## config.mk

```make
export PLATFORM = sky130hd
export DESIGN_NAME = seg7_scan
export DESIGN_NICKNAME = d
export VERILOG_FILES = /design/src/rtl/seg7_pkg.sv /design/src/rtl/seg7_hex_decode.sv /design/src/rtl/seg7_scan.sv
export SDC_FILE = /design/constraint.sdc
export NUM_CORES = 1
export LEC_CHECK = 0
export CAP_MARGIN = 20
export CELL_PAD_IN_SITES_DETAIL_PLACEMENT = 0
export CELL_PAD_IN_SITES_GLOBAL_PLACEMENT = 1
export CORE_ASPECT_RATIO = 0.5
export CORE_MARGIN = 5
export CORE_UTILIZATION = 40
export CTS_CLUSTER_SIZE = 24
export DETAILED_ROUTE_END_ITERATION = 6
export GPL_TIMING_DRIVEN = 0
export PLACE_DENSITY_LB_ADDON = 0.1
export SLEW_MARGIN = 10
export SYNTH_ARGS = -nofsm -noshare
export SYNTH_HDL_FRONTEND = slang
export SYNTH_SLANG_ARGS = --single-unit
export TNS_END_PERCENT = 30
```

## constraint.sdc

```tcl
create_clock -name clk -period 2.9 [get_ports clk]
set_input_delay 0.435 -clock clk [delete_from_list [all_inputs] [get_ports clk]]
set_output_delay 0.435 -clock clk [all_outputs]
set_load 0.02 [all_outputs]
```

## src/rtl/seg7_pkg.sv

```systemverilog
// Shared constants for the 3-digit seven-segment scanner.
package seg7_pkg;

  localparam int unsigned DIGITS = 3;

  typedef enum logic {
    GAP  = 1'b0,
    SHOW = 1'b1
  } scan_state_t;

  // Active-high g..a patterns, indexed by hex nibble.
  localparam logic [6:0] HEX_SEG [16] = '{
    7'h3F, 7'h06, 7'h5B, 7'h4F, 7'h66, 7'h6D, 7'h7D, 7'h07,
    7'h7F, 7'h6F, 7'h77, 7'h7C, 7'h39, 7'h5E, 7'h79, 7'h71
  };

endpackage

```

## src/rtl/seg7_hex_decode.sv

```systemverilog
// Combinational hex nibble to active-high g..a segment decoder.
module seg7_hex_decode
  import seg7_pkg::*;
(
  input  logic [3:0] nib,
  output logic [6:0] seg
);

  // Table lookup; polarity is handled by the caller's output registers.
  always_comb begin
    seg = HEX_SEG[nib];
  end

endmodule

```

## src/rtl/seg7_scan.sv

```systemverilog
// Three-digit multiplexed seven-segment scanner with per-slot blanking
// gap and frame-synchronous double-buffered display data.
module seg7_scan
  import seg7_pkg::*;
#(
  parameter int unsigned SCAN_DIV    = 1000,
  parameter int unsigned GAP_CYC     = 16,
  parameter bit          SEG_ACT_LOW = 1'b1,
  parameter bit          EN_ACT_LOW  = 1'b1
) (
  input  logic        clk,
  input  logic        reset,
  input  logic        wr_en,
  input  logic [11:0] wr_data,
  input  logic [2:0]  wr_dp,
  input  logic [2:0]  wr_blank,
  output logic [7:0]  seg,
  output logic [2:0]  seg_en,
  output logic        frame_tick
);

  localparam int unsigned CW      = $clog2(SCAN_DIV);
  localparam logic [7:0]  SEG_OFF = SEG_ACT_LOW ? 8'hFF : 8'h00;
  localparam logic [2:0]  EN_OFF  = EN_ACT_LOW  ? 3'b111 : 3'b000;

  logic [CW-1:0] cnt_q, cnt_d;
  logic [1:0]    idx_q, idx_d;
  scan_state_t   state_q, state_d;

  logic [11:0] pend_data_q, pend_data_d, disp_data_q, disp_data_d;
  logic [2:0]  pend_dp_q, pend_dp_d, disp_dp_q, disp_dp_d;
  logic [2:0]  pend_blank_q, pend_blank_d, disp_blank_q, disp_blank_d;

  logic [7:0] seg_q, seg_d;
  logic [2:0] en_q, en_d;
  logic       tick_q, tick_d;

  logic       wrap, frame_end;
  logic [3:0] nib;
  logic       dp_sel, blank_sel;
  logic [6:0] dec_seg;
  logic [7:0] seg_raw;
  logic [2:0] en_raw;

  seg7_hex_decode u_dec (
    .nib (nib),
    .seg (dec_seg)
  );

  // Select the active digit's nibble and flags from the display set.
  always_comb begin
    nib       = disp_data_q[3:0];
    dp_sel    = disp_dp_q[0];
    blank_sel = disp_blank_q[0];
    case (idx_q)
      2'd1: begin
        nib       = disp_data_q[7:4];
        dp_sel    = disp_dp_q[1];
        blank_sel = disp_blank_q[1];
      end
      2'd2: begin
        nib       = disp_data_q[11:8];
        dp_sel    = disp_dp_q[2];
        blank_sel = disp_blank_q[2];
      end
      default: ;
    endcase
  end

  // Next-state: slot counter, digit index, FSM, register sets, outputs.
  always_comb begin
    wrap      = (cnt_q == CW'(SCAN_DIV - 1));
    frame_end = wrap && (idx_q == 2'd2);

    cnt_d = wrap ? '0 : cnt_q + CW'(1);
    idx_d = idx_q;
    if (wrap) idx_d = (idx_q == 2'd2) ? '0 : idx_q + 2'd1;

    state_d = state_q;
    case (state_q)
      GAP:     if (cnt_q == CW'(GAP_CYC - 1)) state_d = SHOW;
      SHOW:    if (wrap) state_d = GAP;
      default: state_d = GAP;
    endcase

    pend_data_d  = pend_data_q;
    pend_dp_d    = pend_dp_q;
    pend_blank_d = pend_blank_q;
    if (wr_en) begin
      pend_data_d  = wr_data;
      pend_dp_d    = wr_dp;
      pend_blank_d = wr_blank;
    end

    // Display set samples the pending set's current value, so a coincident
    // write lands in pending only and shows one frame later.
    disp_data_d  = disp_data_q;
    disp_dp_d    = disp_dp_q;
    disp_blank_d = disp_blank_q;
    if (frame_end) begin
      disp_data_d  = pend_data_q;
      disp_dp_d    = pend_dp_q;
      disp_blank_d = pend_blank_q;
    end

    seg_raw = '0;
    en_raw  = '0;
    if (state_q == SHOW) begin
      en_raw  = 3'b001 << idx_q;
      seg_raw = blank_sel ? 8'h00 : {dp_sel, dec_seg};
    end

    seg_d  = SEG_ACT_LOW ? ~seg_raw : seg_raw;
    en_d   = EN_ACT_LOW  ? ~en_raw  : en_raw;
    tick_d = frame_end;
  end

  // State registers with synchronous reset.
  always_ff @(posedge clk) begin
    if (reset) begin
      cnt_q        <= '0;
      idx_q        <= '0;
      state_q      <= GAP;
      pend_data_q  <= '0;
      pend_dp_q    <= '0;
      pend_blank_q <= '0;
      disp_data_q  <= '0;
      disp_dp_q    <= '0;
      disp_blank_q <= '0;
      seg_q        <= SEG_OFF;
      en_q         <= EN_OFF;
      tick_q       <= 1'b0;
    end else begin
      cnt_q        <= cnt_d;
      idx_q        <= idx_d;
      state_q      <= state_d;
      pend_data_q  <= pend_data_d;
      pend_dp_q    <= pend_dp_d;
      pend_blank_q <= pend_blank_d;
      disp_data_q  <= disp_data_d;
      disp_dp_q    <= disp_dp_d;
      disp_blank_q <= disp_blank_d;
      seg_q        <= seg_d;
      en_q         <= en_d;
      tick_q       <= tick_d;
    end
  end

  assign seg        = seg_q;
  assign seg_en     = en_q;
  assign frame_tick = tick_q;

endmodule

```

* Word-level counts from Yosys, hierarchy flattened *
Memory sizes are Yosys's and may differ from the RTL's.
Index checks and enable logic that the tools add are counted.

word-level totals
  input port bits = 21
  register bits = 61
  word-level logic and storage cells = 39
  memory bits (read-only) = 112
  output and inout port bits = 12
  memories = 1

memories
  name              depth  bits a word  rd ports  clocked after Yosys merged registers in  wr ports  line                   source
  (name not given)  16     7            1         0                                        0         seg7_hex_decode.sv:11  seg = HEX_SEG[nib];

operators by class
  bitwise gates (word level) = 4
  $add $sub $neg = 2
  reduce and logical (&&, ||, !) cells = 2
  equal/unequal tests = 4
  muxes and demuxes = 12
  shift-type cells = 1
  order comparisons = 1

operators with widths
  operator                 number
  $mux W8                  2
  $mux W7                  2
  $add A10 B1 Y10 const B  1
  $eq A10 B10 Y1 const B   1
  $eq A10 B4 Y1 const B    1
  $not A8 Y8               1
  $pmux W4 S2              1
  $pmux W1 S2              3
  $ge A5 B5 Y1 const B     1
  $not A4 Y5               1
  $mux W3                  1
  $not A3 Y3               1
  $shl A1 B2 Y3 const A    1
  $add A2 B1 Y2 const B    1
  $eq A2 B1 Y1 const B     1
  $eq A2 B2 Y1 const B     1
  $mux W1                  2
  $mux W2                  1
  $reduce_or A2 Y1         1
  $logic_and A1 B1 Y1      1
  $not A1 Y1               1

* Longest topological paths before layout *
Gate-level depths: netlist (run 1).

  depth after elaboration = 9
  gate-level depth with buffers = 10
  gate-level depth less buffers = 9

* Modules after synthesis *
From an unflattened synthesis (run 1), not the netlist that was laid out.

second synthesis, totals
  cells, all modules = 268
  area total of the unflattened synthesis = 2,600.0 um2

modules (own cells, without submodules)
  module           seq. area each (um2)  area an instance (um2)  times used  cells an instance
  seg7_scan        1,221.2               2,312.2                 1           235
  seg7_hex_decode  0.0                   287.8                   1           33

* Worst setup path before layout (run 1) *
Ideal clock, no wire load.

  path type = register -> register
  start = register idx_q[0]
  end = register seg_q[3], in the netlist seg[3]
  arrival time = 2.011 ns
  data required time = 2.743 ns
  path buffers = 1
  setup time = 0.157 ns
  clock period less this slack = 2.168 ns
  slack = 0.732 ns
  stages on the path, launching flop included = 10
  cells stage by stage = dfxtp_1 inv_1 ha_1 clkbuf_1 a22o_1 mux2i_1 inv_1 ha_1 o211ai_1 o211ai_1

on the way
  word-level cells in the longest chain between the ends = 9
  elaborated cells on any way between the ends = 11
  those cells by class = eq/ne (2); mux (6); bitwise (2); memory (1)

ends and longest elaborated chain
  what                                          line                   source
  from (decl)                                   seg7_scan.sv:27        logic [1:0] idx_q, idx_d;
  from (signal assigned)                        seg7_scan.sv:135       idx_q <= idx_d;
  $eq A2 B2 Y1 or $eq A2 B1 Y1 (tied branches)  seg7_scan.sv:55        case (idx_q)
  $pmux W4 S2                                   seg7_scan.sv:55
  $not A4 Y5 (implied by the code)              seg7_hex_decode.sv:11
  $mem_v2 Z16 W7                                --
  $mux W7 (implied by the code) (2 in series)   seg7_hex_decode.sv:11
  $mux W8 *                                     seg7_scan.sv:110       seg_raw = blank_sel ? 8'h00 : {dp_sel, dec_seg};
  $mux W8 *                                     seg7_scan.sv:108       if (state_q == SHOW) begin
  $not A8 Y8 *                                  seg7_scan.sv:113       seg_d = SEG_ACT_LOW ? ~seg_raw : seg_raw;
  to (signal assigned)                          seg7_scan.sv:143       seg_q <= seg_d;
  to (decl)                                     seg7_scan.sv:34        logic [7:0] seg_q, seg_d;

Every way passes the cells marked *; elsewhere a longest branch is shown, timed or not. The select of a mux whose other input is x is not followed.
A chain may end at the register's enable or synchronous reset.

* Worst setup path after layout (run 1) *
Same ends and word-level chain as after synthesis.

==> results of run 1 <==
-- worst max path at each step --
stage / from / endpoint / slack, ns / depth (start not counted)
floorplan: idx_q[0]$_SDFFE_PP0N_ / seg[3]$_SDFF_PP1_ / 0.73 / 9
global placement: idx_q[0]$_SDFFE_PP0N_ / seg[3]$_SDFF_PP1_ / 0.23 / 9
detailed placement: idx_q[0]$_SDFFE_PP0N_ / seg[3]$_SDFF_PP1_ / 0.19 / 9
CTS: idx_q[0]$_SDFFE_PP0N_ / seg[3]$_SDFF_PP1_ / 0.18 / 9
global route: idx_q[0]$_SDFFE_PP0N_ / seg[5]$_SDFF_PP1_ / 0.15 / 7
finish: idx_q[0]$_SDFFE_PP0N_ / seg[3]$_SDFF_PP1_ / 0.42 / 9
-- worst max-delay path: cells and delay by family, from the launching register on --
kind	cells	cell delay, ns
multiplexers	1	0.45
flip-flops	1	0.37
buffers and inverters	3	0.43
AO/OA/AOI/OAI	3	0.58
adder cells (fa/ha/maj)	2	0.48
-- flip-flops by register name (all words and copies together), names as in the netlist --
register      flops
cnt_q            10
frame_tick        1
pend_blank_q      3
pend_dp_q         3
pend_data_q      12
disp_dp_q         3
seg_en            3
idx_q             2
disp_data_q      12
disp_blank_q      3
state_q           1
seg               8
-- per-stage QoR --
step / hold WS (ns) / worst slack (ns)
2_1_floorplan: 0.418 / 0.732
3_3_place_gp: 0.426 / 0.234
3_5_place_dp: 0.434 / 0.192
4_1_cts: 0.445 / 0.178
5_1_grt: 0.462 / 0.147
6_report: 0.442 / 0.419
-- cell families after synthesis --
family          after synthesis  synth area share, %
xor+xnor                      9                 3.10
flops                        61                 48.1
mux                          39                 15.4
buf+inv                      19                 4.24
simple gates                 92                 16.4
fa+ha+maj                    11                 5.42
compound gates               26                 7.39
-- cells in the mapped netlist --
| library cell | number |
|---|---|
| dfxtp_1 | 61 |
| nor2_1 | 60 |
| mux2i_1 | 39 |
| nand2_1 | 14 |
| ha_1 | 11 |
| clkbuf_1 | 8 |
| xnor2_1 | 7 |
| inv_1 | 6 |
| a21oi_1 | 5 |
| a22oi_1 | 5 |
| nor3_1 | 5 |
| nand3_1 | 4 |
| a21o_1 | 3 |
| buf_2 | 3 |
| o211ai_1 | 3 |
| o221ai_1 | 3 |
| buf_12 | 2 |
| o311ai_0 | 2 |
| xor2_1 | 2 |
| a211oi_1 | 1 |
| a21oi_2 | 1 |
| a22o_1 | 1 |
| a31oi_1 | 1 |
| and2_4 | 1 |
| nand4_1 | 1 |
| nand4b_1 | 1 |
| nand4b_4 | 1 |
| nor2b_1 | 1 |
| nor4_1 | 1 |
| nor4_4 | 1 |
| o21ai_0 | 1 |
| or2_2 | 1 |
| or3_1 | 1 |
-- layout make-up --
| type | count | area (um2) |
|---|---|---|
| fill | 586 | 2860 |
| timing repair buffer | 30 | 300 |
| clock buffer | 12 | 246 |
| sequential | 61 | 1220 |
| multi-input combinational | 177 | 1210 |
| inverter | 6 | 22.5 |
| tap | 88 | 110 |
| clock inverter | 4 | 47.5 |
| buffer | 13 | 85.1 |
-- power groups by stage --
| stage | clock network, mW | logic [mW] | registers [mW] |
|---|---|---|---|
| final | 1.03 | 0.0782 | 0.869 |
| after detailed placement | 0 | 0.0799 | 0.886 |
| after global routing | 1.10 | 0.0878 | 0.870 |
| after floorplan | 0 | 0.0434 | 0.883 |
| after global placement | 0 | 0.0770 | 0.885 |
| after CTS | 1.06 | 0.0801 | 0.869 |
-- timing repair --
action                                 in CTS  in global routing
setup endpoints to repair                   0                  2
endpoints found under the hold margin       0                  0
gates resized for setup                     0                  1
-- metal layers --
metal	vias to the layer above	part of all wire, %
li1	958	-
met1	879	51
met2	33	42
met3	8	5.2
met4	0	1.5
met5	-	0
==> qor.txt, run 1 <==
outcome: completed
Leak: 1.23 nW
layout cell share with drive strength beyond 1: 8.25%
peak supply drop: 0.255 mV
Post-Syn Instances: 257
GR Overflow Total: 0
global routing met3 resource utilization: 5.38%
area share of the largest cell type after synthesis: 48.1%
met1 Use GR: 17.8%
vias in the first global route: 1816
Slew HR: 38.1%
CP endpoint kind: flip-flop
Slowest-stage cell, CP: mux2i_2
Setup TNS: 0 ns
Max clock buf depth: 2
Tot GR Track Use: 14.1%
clock latency on the worst-skew pair: 0.32 ns
Detail Route Antenna Nets: 0
Inserted Diodes: 0
Period Utilization, post-route: 85.5%
register area share after synthesis: 48.1%
worst flop-to-flop path startpoint: idx_q[0]$_SDFFE_PP0N_
Setup Viol. Count Final: 0
setup bufs post-CTS: 0
combinational share of power: 4.0%
internal power: 1.59 mW
YS warnings: 0
Synth Area per Inst: 9.88 um2
R2R Setup Slk: 0.42 ns
area of the die: 8140 um2
fin nets: 330
Final HPWL DP: 3710 um
Cell variety after synth: 33
busiest grt layer: met2
Clk network pwr share: 52.1%
RSZ-0062 raised after global routing: false
Worst Tran Pin Value: 0.922 ns
Final Total Pwr: 1.98 mW
fin. max-slew vios: 0
Die Width: 123 um
Die H: 66.3 um
crit-path max cell delay: 0.45 ns
H-tree levels: 3
Hold Path End: cnt_q[0]$_SDFF_PP0_
Worst Setup Start Kind: flip-flop
hold-fix buffers at CTS: 0
CTS tree: yes
sw frac: 19.9%
WL per Instance: 13.1 um
fin util: 53.2%
root buffer cell: clkbuf_16
initial antenna violation count: 0
Rows: 20
met2 Track Usage GR: 21.6%
filler-free cell count of the finished design: 391
number of max-cap violations: 0
clock skew: 0.00675 ns
Worst Hold Depth: 1
P&R area growth vs syn: 27.9%
FMAX: 403 MHz
CTS clk-pin slew, worst paths: 0.05 ns
CTS sink count: 61
worst path cell trace: inv_1 > ha_1 > clkbuf_1 > a22o_1 > mux2i_2 > inv_1 > ha_1 > o211ai_1 > o211ai_1
dpl cells: 375
Pre-antenna DRT Iters: 4
IO Port Bufs: 30
placeable core region: 6110 um2
leading cell type in the layout, fill and taps excluded: dfxtp_1
Max Fanout on Critical Path: 9
required time worst endpoint: 3.05 ns
Iter 0 DRT Violations: 153
Final GP Congestion: 0.785
Reg2Reg Depth: 9
Syn Nets: 289
CP Data Arrival Time: 2.63 ns
DR vias/cell: 4.80
Psw: 395 uW
most frequent cells in the layout: dfxtp_1, nor2_1, mux2i_1
global-route wire length before repair: 8630 um
critical path class: flip-flop to flip-flop
PwrDens: 610 nW/um2
Hold Crit Start: cnt_q[0]$_SDFF_PP0_
Final Hold Viols: 0
Synth area leaders: dfxtp_1, mux2i_1, nor2_1, ha_1, xnor2_1
largest net degree at the start of global routing: 11
placed inst area: 2950 um2
post-route design area: 3250 um2
Yosys reg bits: 61
via count: 1878
Final min period: 2.48 ns
largest area contributor in the netlist: dfxtp_1
r2r endpoint: seg[3]$_SDFF_PP1_
synthesized cell area: 2540 um2
number of CTS-inserted buffers: 9
Starting Density: 41.6%
Flop pwr share: 43.9%
worst hold-check path type: flip-flop to flip-flop
Post-route DRC: 0
total I/O pin count: 33
routed wire length: 5130 um
Power figures use the tool's default switching activity.
==> inputs of run 2 (changes only) <==
--- a/config.mk
+++ b/config.mk
@@ -14,7 +14,7 @@
 export CTS_CLUSTER_SIZE = 24
 export DETAILED_ROUTE_END_ITERATION = 6
 export GPL_TIMING_DRIVEN = 0
-export PLACE_DENSITY_LB_ADDON = 0.1
+export PLACE_DENSITY = 0.72
 export SLEW_MARGIN = 10
 export SYNTH_ARGS = -nofsm -noshare
 export SYNTH_HDL_FRONTEND = slang
==> run 2 against run 1 <==
Net effect: sequential share of layout area decreased by 0.22 points; sequential cell count unchanged; via count decreased by 1.9%.
==> qor.txt, run 2 (synthesis gave the netlist of run 1 again) <==
number of CTS-inserted buffers: 9 (unchanged)
Final GP Congestion: 0.745 (-5.1%)
area of the multi-input gates: 1210 um2 (unchanged)
Iter 0 DRT Violations: 131 (-14%)
Fillers: 573 (-2.2%)
worst hold-check path type: input pin to flip-flop
area of the die: 8140 um2 (unchanged)
Die H: 66.3 um (unchanged)
Pre-antenna DRT Iters: 4 (unchanged)
IO Port Bufs: 30 (unchanged)
Max clock buf depth: 2 (unchanged)
DR vias/cell: 4.71 (-1.9%)
total I/O pin count: 33 (unchanged)
WL per Instance: 13.1 um (-0.23%)
FMAX: 400 MHz (-0.66%)
clock latency on the worst-skew pair: 0.33 ns (about the same)
Tot GR Track Use: 14.7% (+0.56 points)
filler-free cell count of the finished design: 391 (unchanged)
Rows: 20 (unchanged)
Starting Density: 41.6% (unchanged)
Reg2Reg Depth: 7 (-2)
Worst Setup Start Kind: flip-flop
CTS clk-pin slew, worst paths: 0.05 ns (about the same)
Worst setup startpoint: idx_q[0]$_SDFFE_PP0N_
GR Overflow Total: 0 (unchanged)
initial antenna violation count: 0 (unchanged)
peak supply drop: 0.342 mV (+34%)
R2R Setup Slk: 0.40 ns (-0.02 ns)
worst flop-to-flop path startpoint: idx_q[0]$_SDFFE_PP0N_
Die Width: 123 um (unchanged)
r2r endpoint: seg[1]$_SDFF_PP1_
CP endpoint kind: flip-flop
Max Fanout on Critical Path: 8 (-1)
leading cell type in the layout, fill and taps excluded: dfxtp_1
CTS sink count: 61 (unchanged)
Final min period: 2.50 ns (+0.0165 ns)
critical path class: flip-flop to flip-flop
global-route wire length before repair: 8800 um (+1.9%)
layout cell share with drive strength beyond 1: 8.58% (+0.33 points)
Setup TNS: 0 ns (unchanged)
PwrDens: 623 nW/um2 (+2.2%)
most frequent cells in the layout: dfxtp_1, nor2_1, mux2i_1
clock skew: 0.00339 ns (-0.00336 ns)
fin nets: 330 (unchanged)
Setup Viol. Count Final: 0 (unchanged)
root buffer cell: clkbuf_16
Post-route DRC: 0 (unchanged)
CP Data Arrival Time: 2.62 ns (about the same)
Detail Route Antenna Nets: 0 (unchanged)
Reg area: 1220 um2 (unchanged)
outcome: completed
via count: 1842 (-1.9%)
fin. max-slew vios: 0 (unchanged)
dpl cells: 375 (unchanged)
Final Hold Viols: 0 (unchanged)
required time worst endpoint: 3.02 ns (-0.03 ns)
Period Utilization, post-route: 86.1% (+0.57 points)
Leak: 1.24 nW (+0.75%)
vias in the first global route: 1858 (+2.3%)
Slew HR: 40.8% (+2.7 points)
largest net degree at the start of global routing: 11 (unchanged)
crit path to: seg[1]$_SDFF_PP1_
CTS tree: yes
H-tree levels: 3 (unchanged)
RSZ-0062 raised after global routing: false
Final HPWL DP: 3670 um (-1.3%)
Top Registers: disp_data_q (12), pend_data_q (12), cnt_q (10)
P&R area growth vs syn: 28.6%
routed wire length: 5120 um (-0.23%)
Inserted Diodes: 0 (unchanged)
number of max-cap violations: 0 (unchanged)
placeable core region: 6110 um2 (unchanged)
Worst Tran Pin Value: 0.881 ns (-0.0406 ns)
-- run 2: cell types whose count changed in the layout (fill, tap and decap cells not counted), sizes merged --
cell | previous run | this run
clkinv | 2 | 1
clkbuf | 20 | 21
-- run 2: layer usage --
metal | track usage [%] | share of wire, % | vias to the layer above
li1 | - | - | 962
met1 | 18.4 | 52 | 848
met4 | 5.86 | 1.2 | 0
met5 | 0 | 0 | -
met3 | 7.09 | 3.8 | 6
met2 | 21.5 | 43 | 26
-- run 2: power by group --
group / switching (mW) / internal, mW
Sequential: 0.0112 / 0.858
Clock: 0.357 / 0.733
Combinational: 0.0339 / 0.0427
-- run 2: area by class of cell --
cell class | count | share of cell area [%]
clock inverter | 3 | 1.30
sequential | 61 | 37.4
buffer | 13 | 2.60
clock buffer | 13 | 8.27
timing repair buffer | 30 | 9.19
inverter | 6 | 0.689
multi-input combinational | 177 | 37.2
tap | 88 | 3.37
-- run 2: metrics by stage --
| step | util, % | area (um2) | hold slack [ns] | total power, mW | worst slack, ns |
|---|---|---|---|---|---|
| after floorplan | - | 2540 | 0.418 | 0.926 | 0.732 |
| after global placement | 48.3 | 2950 | 0.428 | 0.962 | 0.286 |
| after detailed placement | 48.3 | 2950 | 0.463 | 0.964 | 0.237 |
| after CTS | 53.4 | 3260 | 0.479 | 2.07 | 0.226 |
| after global routing | 53.5 | 3270 | 0.488 | 2.13 | 0.215 |
| final | 53.5 | 3270 | 0.473 | 2.04 | 0.403 |
-- run 2: worst min path at each step --
stage	startpoint	end	slack (ns)	depth (start not counted)
final	reset	frame_tick$_SDFF_PP0_	0.47	2
after global placement	cnt_q[0]$_SDFF_PP0_	cnt_q[0]$_SDFF_PP0_	0.43	1
after CTS	cnt_q[0]$_SDFF_PP0_	cnt_q[0]$_SDFF_PP0_	0.48	1
after global routing	cnt_q[0]$_SDFF_PP0_	cnt_q[0]$_SDFF_PP0_	0.49	1
after detailed placement	cnt_q[0]$_SDFF_PP0_	cnt_q[0]$_SDFF_PP0_	0.46	1
after floorplan	cnt_q[0]$_SDFF_PP0_	cnt_q[0]$_SDFF_PP0_	0.42	1
-- run 2: critical path: stages (launching register included) --
cell and delay (ns):
dfxtp_1 0.38, inv_1 0.10, ha_1 0.21, clkbuf_1 0.22
a22oi_1 0.23, a21oi_1 0.11, nor3_1 0.68, o311ai_0 0.36
-- run 2: timing repair --
| action | 4_1_cts | 5_1_grt |
|---|---|---|
| setup buffers | 0 | 0 |
| setup endpoints to repair | 0 | 1 |
| hold buffers | 0 | 0 |
| resized for setup | 0 | 1 |
==> inputs of run 3 (changes only) <==
--- a/config.mk
+++ b/config.mk
@@ -18,5 +18,6 @@
 export SLEW_MARGIN = 10
 export SYNTH_ARGS = -nofsm -noshare
 export SYNTH_HDL_FRONTEND = slang
+export SYNTH_HIERARCHICAL = 1
 export SYNTH_SLANG_ARGS = --single-unit
 export TNS_END_PERCENT = 30
==> run 3 against run 2 <==
Net effect: first-iteration DRC count shrank 49%; worst setup slack worse by 0.084 ns; non-clock buffer count up 2; final cell count rose by 2.8%; sequential share of layout area down 0.30 points; maximum frequency fell by 3.2%; area after synthesis is 2.4% higher; clock-buffer cell count rose by 2; largest cell class is now multi-input gates.
==> qor.txt, run 3 <==
outcome: completed
Setup TNS: 0 ns (unchanged)
Starting Density: 42.1% (+0.47 points)
register area share after synthesis: 47.0% (-1.1 points)
required time worst endpoint: 3.17 ns (+0.15 ns)
CTS tree: yes
area of the die: 8310 um2 (+2.1%)
FMAX: 388 MHz (-3.2%)
Worst Tran Pin Value: 0.540 ns (-0.342 ns)
Worst Setup Start Kind: flip-flop
YS warnings: 6 (+6)
peak supply drop: 0.422 mV (+23%)
CTS clk-pin slew, worst paths: 0.05 ns (about the same)
placeable core region: 6180 um2 (+1.2%)
Rows: 20 (unchanged)
Setup Viol. Count Final: 0 (unchanged)
root buffer cell: clkbuf_16
P&R area growth vs syn: 26.7%
hold-fix buffers at CTS: 0 (unchanged)
leading cell type in the layout, fill and taps excluded: dfxtp_1
Max Fanout on Critical Path: 12 (+4)
synthesized cell area: 2600 um2 (+2.4%)
top_reg_cell synth: dfxtp_1
Yosys reg bits: 61 (unchanged)
Slew HR: 64.0% (+23 points)
Post-Syn Instances: 268 (+4.3%)
Post-route DRC: 0 (unchanged)
Die Width: 124 um (+1.1%)
Tot GR Track Use: 13.9% (-0.81 points)
critical path class: flip-flop to flip-flop
clock latency on the worst-skew pair: 0.32 ns (about the same)
Detail Route Antenna Nets: 0 (unchanged)
Final Hold Viols: 0 (unchanged)
worst hold-check path type: flip-flop to flip-flop
fin. max-slew vios: 0 (unchanged)
asr flop ratio synth: 0% (unchanged)
Final HPWL DP: 3630 um (-0.97%)
Worst Hold Depth: 1 (-1)
PwrDens: 584 nW/um2 (-6.3%)
vias in the first global route: 1924 (+3.6%)
Synth top cells by count: dfxtp_1, nor2_1, mux2i_1
Syn Nets: 302 (+4.5%)
Top Registers: disp_data_q (12), pend_data_q (12), cnt_q (10)
Max clock buf depth: 2 (unchanged)
Synth Area per Inst: 9.70 um2 (-1.8%)
Pre-antenna DRT Iters: 5 (+1)
Synth area leaders: dfxtp_1, mux2i_1, nor2_1, ha_1, nand2_1
Final GP Congestion: 0.781 (+4.8%)
WL per Instance: 12.4 um (-5.4%)
via count: 1921 (+4.3%)
area share of the largest cell type after synthesis: 47.0% (-1.1 points)
routed wire length: 4980 um (-2.7%)
Period Utilization, post-route: 89.0% (+2.9 points)
count leader, synth: dfxtp_1
CTS sink count: 61 (unchanged)
RSZ-0062 raised after global routing: false
total I/O pin count: 33 (unchanged)
Reg2Reg Depth: 8 (+1)
clock skew: 0.00708 ns (+0.00369 ns)
layout cell share with drive strength beyond 1: 7.96% (-0.62 points)
GR Overflow Total: 0 (unchanged)
IO Port Bufs: 31 (+3.3%)
fin util: 53.3% (-0.22 points)
CP endpoint kind: flip-flop
Cell variety after synth: 35 (+6.1%)
largest net degree at the start of global routing: 11 (unchanged)
CP Data Arrival Time: 2.85 ns (+0.23 ns)
initial antenna violation count: 0 (unchanged)
Iter 0 DRT Violations: 67 (-49%)
fin nets: 343 (+3.9%)
Inserted Diodes: 0 (unchanged)
EDFF count, synth: 0 (unchanged)
DR vias/cell: 4.78 (+1.4%)
Leak: 1.41 nW (+14%)
most frequent cells in the layout: dfxtp_1, nor2_1, mux2i_1
largest area contributor in the netlist: dfxtp_1
Die H: 67.0 um (+1.0%)
global-route wire length before repair: 8690 um (-1.2%)
number of CTS-inserted buffers: 9 (unchanged)
Final min period: 2.58 ns (+0.0836 ns)
H-tree levels: 3 (unchanged)
number of max-cap violations: 0 (unchanged)
run 3: cell count changes after synthesis, moves of 3 or more:
cell      delta
inv_1        +3
xnor2_1      -3
buf_1        +3
o221ai_1     -3
nor2_1       -8
a21oi_1      +5
nand3_1      +4
mux2_2       +3
clkbuf_1     -4
a21o_1       -3
nand2_1      +4
run 3: cell families (layout without fill, tap and decap cells):
family          after synthesis  after routing  share of synthesized area, %
mux                          44             44                          17.7
compound gates               23             23                          5.73
buf+inv                      24             70                          4.91
flops                        61             61                          47.0
xor+xnor                      5              5                          1.68
fa+ha+maj                    13             13                          6.26
simple gates                 98             98                          16.7
run 3: per-layer routing:
metal,global-route usage [%],part of all wire (%)
met5,0,0
met3,7.04,5.1
met4,3.27,0.94
met1,16.4,47
met2,22.5,47
run 3: critical path, cell delays in order, from the launching register on:
cell and delay [ns]:
dfxtp_1 0.38, inv_1 0.10, ha_1 0.56, nor2_1 0.10
a21oi_1 0.33, inv_1 0.17, ha_1 0.34, mux4_1 0.49
nand2_1 0.07
run 3: where the power goes:
part / switching (mW) / leakage [nW] / internal, mW / total (mW)
clock: 0.335 / 0.134 / 0.623 / 0.958
sequential: 0.0147 / 0.496 / 0.863 / 0.877
combinational: 0.0385 / 0.782 / 0.0488 / 0.0872
total: 0.388 / 1.41 / 1.53 / 1.92
run 3: final cells by class:
| cell class | count | area [um2] |
|---|---|---|
| well taps | 88 | 110 |
| multi-input cells | 183 | 1250 |
| clock buffers | 15 | 268 |
| inverters | 9 | 33.8 |
| clock inverters | 1 | 5.00 |
| fillers | 547 | 2890 |
| repair buffers | 31 | 310 |
| plain buffers | 14 | 90.1 |
| flip-flops and latches | 61 | 1220 |
run 3: metrics by stage:
step / total power [mW] / cell area [um2] / hold WS, ns / setup slack (ns) / cells
2_1_floorplan: 0.941 / 2600 / 0.413 / 0.552 / 268
3_3_place_gp: 0.979 / 3020 / 0.427 / 0.201 / 387
3_5_place_dp: 0.983 / 3020 / 0.436 / 0.150 / 387
4_1_cts: 1.96 / 3290 / 0.444 / 0.0973 / 403
5_1_grt: 2.01 / 3290 / 0.468 / 0.164 / 402
6_report: 1.92 / 3290 / 0.439 / 0.319 / 402
run 3: repair_timing:
item	4_1_cts	5_1_grt
setup buffers	0	0
setup endpoints to repair	0	2
gates resized for setup	0	1
run 3: final timing paths:
check                        end             startpoint  slack, ns
min reg2reg  cnt_q[0]$_SDFF_PP0_    cnt_q[0]$_SDFF_PP0_       0.44
min          cnt_q[0]$_SDFF_PP0_    cnt_q[0]$_SDFF_PP0_       0.44
max            seg[3]$_SDFF_PP1_  idx_q[0]$_SDFFE_PP0N_       0.32
max reg2reg    seg[3]$_SDFF_PP1_  idx_q[0]$_SDFFE_PP0N_       0.32
